$ cat config.mk
export PLATFORM = sky130hd
export DESIGN_NAME = ex_op_ldi_seq
export DESIGN_NICKNAME = d
export VERILOG_FILES = /design/src/rtl/ex_op_ldi_seq_pkg.sv /design/src/rtl/ldi_field_insert.sv /design/src/rtl/ex_op_ldi_seq.sv
export SDC_FILE = /design/constraint.sdc
export NUM_CORES = 1
export LEC_CHECK = 0
export CAP_MARGIN = 20
export CORE_MARGIN = 2
export CORE_UTILIZATION = 54
export DETAILED_ROUTE_END_ITERATION = 12
export PLACE_DENSITY = 0.83
export SKIP_CTS_REPAIR_TIMING = 1
export SLEW_MARGIN = 20
export SYNTH_ARGS = -nofsm -noshare
export SYNTH_HDL_FRONTEND = slang
export SYNTH_SLANG_ARGS = --single-unit
$ cat constraint.sdc
create_clock -name clock -period 5.83 [get_ports clock]
set_clock_uncertainty 0.1 [all_clocks]
set_input_delay 0.583 -clock clock [delete_from_list [all_inputs] [get_ports clock]]
set_output_delay 0.583 -clock clock [all_outputs]
set_load 0.02 [all_outputs]
$ cat src/rtl/ex_op_ldi_seq_pkg.sv
// Shared types for the execute-stage insert-code sequencer: FSM states,
// command FIFO entry layout and insert-code width.
package ex_op_ldi_seq_pkg;

    localparam int CODE_W = 10;

    typedef enum logic [1:0] {
        ST_IDLE  = 2'd0,
        ST_APPLY = 2'd1,
        ST_DONE  = 2'd2
    } state_e;

    typedef struct packed {
        logic [CODE_W-1:0] code;
        logic              hi;
        logic              last;
    } fifo_entry_t;

endpackage

$ cat src/rtl/ldi_field_insert.sv
// Combinational field insert: writes the low bits of an insert code into the
// top or bottom field of the selected 32-bit half; codes below 4 pass through.
module ldi_field_insert
    import ex_op_ldi_seq_pkg::*;
(
    input  logic [63:0]       val_i,
    input  logic [CODE_W-1:0] code_i,
    input  logic              hi_i,
    output logic [63:0]       val_o
);

    logic [3:0]  width_s;
    logic        top_s;
    logic        noop_s;
    logic [5:0]  shift_s;
    logic [31:0] mask_lo_s;
    logic [31:0] field_s;
    logic [31:0] half_s;
    logic [31:0] new_half_s;

    // Locate the leading one (later, higher bits override) and build the field.
    always_comb begin
        width_s = 4'd0;
        top_s   = 1'b0;
        for (int i = 2; i < CODE_W; i++) begin
            width_s = code_i[i] ? 4'(i - 1) : width_s;
            top_s   = code_i[i] ? code_i[i-1] : top_s;
        end
        noop_s     = (code_i[CODE_W-1:2] == '0);
        shift_s    = 6'd32 - {2'd0, width_s};
        mask_lo_s  = (32'd1 << width_s) - 32'd1;
        field_s    = {{(32-CODE_W){1'b0}}, code_i} & mask_lo_s;
        half_s     = hi_i ? val_i[63:32] : val_i[31:0];
        if (noop_s) begin
            new_half_s = half_s;
        end else if (top_s) begin
            new_half_s = (half_s & ~(mask_lo_s << shift_s)) | (field_s << shift_s);
        end else begin
            new_half_s = (half_s & ~mask_lo_s) | field_s;
        end
        if (hi_i) begin
            val_o = {new_half_s, val_i[31:0]};
        end else begin
            val_o = {val_i[63:32], new_half_s};
        end
    end

endmodule

$ cat src/rtl/ex_op_ldi_seq.sv
// Insert-code sequencer: queues decode's insert groups in a small FIFO, applies
// one code per cycle to a working register and hands the result to writeback.
module ex_op_ldi_seq
    import ex_op_ldi_seq_pkg::*;
#(
    parameter int DEPTH = 4
) (
    input  logic              clock,
    input  logic              reset,
    input  logic              flush,
    input  logic              cmdValid,
    output logic              cmdReady,
    input  logic [CODE_W-1:0] cmdCode,
    input  logic              cmdHi,
    input  logic              cmdLast,
    input  logic [63:0]       cmdBase,
    output logic              resValid,
    input  logic              resReady,
    output logic [63:0]       resVal,
    output logic [3:0]        resCount
);

    localparam int AW = $clog2(DEPTH);

    logic [AW:0]  wr_ptr_q;
    logic [AW:0]  rd_ptr_q;
    fifo_entry_t  mem_q [DEPTH];
    state_e       state_q;
    logic [63:0]  acc_q;
    logic [63:0]  res_val_q;
    logic         res_valid_q;
    logic [3:0]   count_q;
    logic         grp_open_q;
    logic         in_hold_q;

    logic         fifo_empty_s;
    logic         fifo_full_s;
    logic         push_s;
    logic         pop_s;
    fifo_entry_t  head_s;
    logic [63:0]  ins_val_s;

    assign fifo_empty_s = (wr_ptr_q == rd_ptr_q);
    assign fifo_full_s  = (wr_ptr_q[AW] != rd_ptr_q[AW]) &&
                          (wr_ptr_q[AW-1:0] == rd_ptr_q[AW-1:0]);
    assign cmdReady     = reset & ~fifo_full_s & ~in_hold_q;
    assign push_s       = cmdValid & cmdReady & ~flush;
    assign pop_s        = (state_q == ST_APPLY) & ~fifo_empty_s & ~flush;
    assign head_s       = mem_q[rd_ptr_q[AW-1:0]];

    assign resValid = res_valid_q;
    assign resVal   = res_val_q;
    assign resCount = count_q;

    ldi_field_insert u_insert (
        .val_i  (acc_q),
        .code_i (head_s.code),
        .hi_i   (head_s.hi),
        .val_o  (ins_val_s)
    );

    // Command FIFO storage and wrap-bit pointers.
    always_ff @(posedge clock or negedge reset) begin
        if (!reset) begin
            wr_ptr_q <= '0;
            rd_ptr_q <= '0;
            for (int i = 0; i < DEPTH; i++) begin
                mem_q[i] <= '0;
            end
        end else if (flush) begin
            wr_ptr_q <= '0;
            rd_ptr_q <= '0;
        end else begin
            if (push_s) begin
                mem_q[wr_ptr_q[AW-1:0]] <= '{code: cmdCode, hi: cmdHi, last: cmdLast};
                wr_ptr_q <= wr_ptr_q + {{AW{1'b0}}, 1'b1};
            end
            if (pop_s) begin
                rd_ptr_q <= rd_ptr_q + {{AW{1'b0}}, 1'b1};
            end
        end
    end

    // Sequencer FSM with group tracking, working register and registered result.
    always_ff @(posedge clock or negedge reset) begin
        if (!reset) begin
            state_q     <= ST_IDLE;
            acc_q       <= 64'd0;
            res_val_q   <= 64'd0;
            res_valid_q <= 1'b0;
            count_q     <= 4'd0;
            grp_open_q  <= 1'b0;
            in_hold_q   <= 1'b0;
        end else if (flush) begin
            state_q     <= ST_IDLE;
            res_valid_q <= 1'b0;
            count_q     <= 4'd0;
            grp_open_q  <= 1'b0;
            in_hold_q   <= 1'b0;
        end else begin
            if (push_s) begin
                if (!grp_open_q) begin
                    grp_open_q <= 1'b1;
                    acc_q      <= cmdBase;
                end
                if (cmdLast) begin
                    in_hold_q <= 1'b1;
                end
            end
            case (state_q)
                ST_IDLE: begin
                    if (push_s && !grp_open_q) begin
                        state_q <= ST_APPLY;
                    end
                end
                ST_APPLY: begin
                    if (pop_s) begin
                        acc_q <= ins_val_s;
                        if (count_q != 4'd15) begin
                            count_q <= count_q + 4'd1;
                        end
                        if (head_s.last) begin
                            state_q <= ST_DONE;
                        end
                    end
                end
                ST_DONE: begin
                    // Result becomes visible one edge after the final apply.
                    if (!res_valid_q) begin
                        res_valid_q <= 1'b1;
                        res_val_q   <= acc_q;
                    end else if (resReady) begin
                        res_valid_q <= 1'b0;
                        state_q     <= ST_IDLE;
                        count_q     <= 4'd0;
                        grp_open_q  <= 1'b0;
                        in_hold_q   <= 1'b0;
                    end
                end
                default: begin
                    state_q <= ST_IDLE;
                end
            endcase
        end
    end

endmodule

==> results.txt <==
CP max stage cell - mux4_2
Clock buffer depth - 2
HP Class - reg -> reg
WS Path Type - reg -> reg
DP Area - 12200 sq um
Ys flop type - dfrtp_1
DRC Markers - 0
Req. time, crit path - 6000 ps
Peak supply drop - 0.230 mV
Die width - 143 um
Setup TNS Final - 0 ps
Slew headroom - 26.2%
Critical Path AT - 5550 ps
Worst Hold Launch - state_q[1]
Worst path max stage delay - 650 ps
Synthesized area - 10400 sq um
Compound-Gate Fraction of Synth Area - 18.3%
Tot GR Track Use - 32.8%
Die ar. - 20400 sq um
DRT Wirelength - 32.9 mm
Total iterations of the first detailed-routing run - 6
Outcome - complete, no violations
Worst-path maximum fanout - 11
Maximum operating frequency - 186 MHz
Startpoint types - register
Final Setup Violations - 0
Starting DRC count in detailed routing - 669
Num CTS Buffers - 17
I/O Buffers - 150
Reg2Reg Setup Slack - 450 ps
Cell taking the most area after synthesis - dfrtp_1
Post-synthesis xor/xnor area fraction - 0.757%
Clk sinks - 191
CP bufs+invs - 3
Largest family of logic cells by synthesized area - multiplexers
DR WL/cell - 24.0 um
Synthesized Nets - 1060
Largest net degree at the start of global routing - 77
Worst-margin pin slew - 1100 ps
PD cells - 506 nW/um^2
Slew Viols, Final - 0
CTS tree - yes
Fraction of layout cells with a size suffix above 1 - 20.0%
Setup ws final - 451 ps
CP most frequent cell - ha_1
First-pass GRT wire length - 51.0 mm
Post-synthesis simple-gate area fraction - 10.2%
Row count - 50
Adder-Cell Fraction of Synth Area - 1.68%
Initial antenna violation count - 1
Top cells by count, synth - 191 x dfrtp_1, 120 x mux2_2, 77 x nor2_1, 63 x o21ai_0, 62 x nand2_1
Maximum Capacitance Violations - 0
Clk_lat worst skew - 450 ps
Hold depth - 1
Crit path cell chain - buf_4, mux4_2, nor2b_1, a211o_2, nor2_4, inv_2, ha_1, ha_1, nand2b_1, ha_1, inv_1, or3_1, a211o_1, nor3_2, a211oi_1, nor3_1, o21ai_0, a2111oi_2, a21oi_1
Place WS - 561 ps
Top delay family on crit path - compound AO/OA/AOI/OAI gates
DR vias - 8881
Period Utilization, post-route - 92.3%
Leakage Power - 5.51 nW
Final Power - 6.49 mW
Final min period - 5380 ps
Area growth syn-to-layout - 23.1%
# diodes - 0
Placer Congestion - 1.04
Antenna violation net count after detailed routing - 0
Crit Reg-Reg Startpoint - rd_ptr_q[0]
EDFF count, synth - 0
Count leader, synth - dfrtp_1
Vias per cell - 6.49
Layout Nets - 1191
Worst Hold End - state_q[0]
Critical Path End Type - register
Fin area - 12800 sq um
Synth top area cells - dfrtp_1 46%, mux2_2 13%, mux2i_1 3.4%, o21ai_0 3.0%, mux4_2 3.0%
Register area share after synthesis - 45.9%
Mapped Cells - 965
Initial core utilization - 55.3%
Mux contribution to synthesized area - 19.6%
Top cell type's share of synthesized area - 45.9%
Vias in the first global route - 8864
Die height - 143 um
Core ar. - 18800 sq um
RR Endpoint - acc_q[61]
IO Count - 151
Fraction of registers with async set/reset - 100%
Final Hold Fails - 0
Register clock-pin slew on the reported worst setup and hold paths - 90 ps
Synth warn - 0
CTS H-Tree Depth - 4
Seq cells post-synth - 191
Worst R2R Path Depth - 19
Clock root cell - clkbuf_16
RSZ-0062 raised after global routing - no
Distinct cells, synth - 82
GR Overflow Total - 0
Post-DP HPWL - 23.8 mm
Post-Syn Area per Cell - 10.8 sq um
## cells by family after synthesis
| group | count (synthesis) |
|---|---|
| DFF | 191 |
| and+or+nand+nor | 222 |
| muxes | 170 |
| other | 1 |
| buffers and inverters | 83 |
| xor gates and xnor gates | 9 |
| AOI/OAI and AO/OA | 275 |
| adders and majority gates | 14 |
## registers in the layout, summed over array words and instances (netlist names)
name / flops
mem_q: 48
wr_ptr_q: 3
rd_ptr_q: 3
resCount: 4
grp_open_q: 1
resVal: 64
acc_q: 64
resValid: 1
state_q: 2
in_hold_q: 1
## worst max path at each step
stage                            from         to  slack, ps  depth (start not counted)
after floorplan           rd_ptr_q[0]  acc_q[61]        690                         22
after global placement    rd_ptr_q[0]  acc_q[61]        710                         19
after detailed placement  rd_ptr_q[0]  acc_q[61]        560                         19
after CTS                 rd_ptr_q[0]  acc_q[61]        510                         19
after global routing      rd_ptr_q[0]  acc_q[61]        110                         19
final                     rd_ptr_q[0]  acc_q[61]        450                         19
## worst register-to-register path, stage by stage (launching register included)
cell	delay, ps
dfrtp_1	360
buf_4	170
mux4_2	650
nor2b_1	210
a211o_2	430
nor2_4	140
inv_2	50
ha_1	230
ha_1	240
nand2b_1	110
ha_1	310
inv_1	150
or3_1	410
a211o_1	430
nor3_2	330
a211oi_1	120
nor3_1	160
o21ai_0	120
a2111oi_2	370
a21oi_1	130
## final cells by class
class | instances | area, sq um
clock buffers | 17 | 425
clock inverters | 15 | 213
fillers | 1419 | 6010
inverters | 20 | 75.1
multi-input cells | 691 | 5300
flip-flops and latches | 191 | 4780
well taps | 260 | 325
repair buffers | 175 | 1700
## power breakdown
part           internal [mW]  total [mW]  switching (mW)  leakage [nW]
registers               1.68        1.94           0.264          2.44
clock network          0.629        1.23           0.606         0.308
logic                   1.31        3.31            2.00          2.76
## metal layers
layer / vias up / track usage (%) / wire length [um]
li1: 3881 / - / -
met1: 4468 / 43.7 / 13400
met5: - / 0 / 14
met4: 2 / 13.2 / 1020
met2: 458 / 53.7 / 16000
met3: 72 / 5.84 / 2330
## through the flow
| step | util [%] | std cells | hold WS (ps) |
|---|---|---|---|
| floorplan | - | 965 | 187 |
| global placement | 64.6 | 1336 | 347 |
| detailed placement | 64.6 | 1336 | 353 |
| CTS | 68.0 | 1368 | -4.28 |
| global route | 68.1 | 1369 | 387 |
| finish | 68.1 | 1369 | 371 |
## placed cells by master, fill, tap and decap left out, types with 13 or more instances in the layout
| cell type | n |
|---|---|
| dfrtp_1 | 191 |
| clkdlybuf4s50_1 | 149 |
| mux2_2 | 120 |
| nor2_1 | 76 |
| o21ai_0 | 63 |
| nand2_1 | 62 |
| a21oi_1 | 51 |
| mux2i_1 | 35 |
| a22oi_1 | 28 |
| buf_4 | 24 |
| inv_1 | 17 |
| clkbuf_16 | 17 |
| a31oi_1 | 15 |
| mux4_2 | 14 |
| nor3_1 | 14 |
| ha_1 | 14 |
| nand2b_1 | 13 |
| nand3_1 | 13 |
Note: power is estimated with default switching activity, not from simulation.
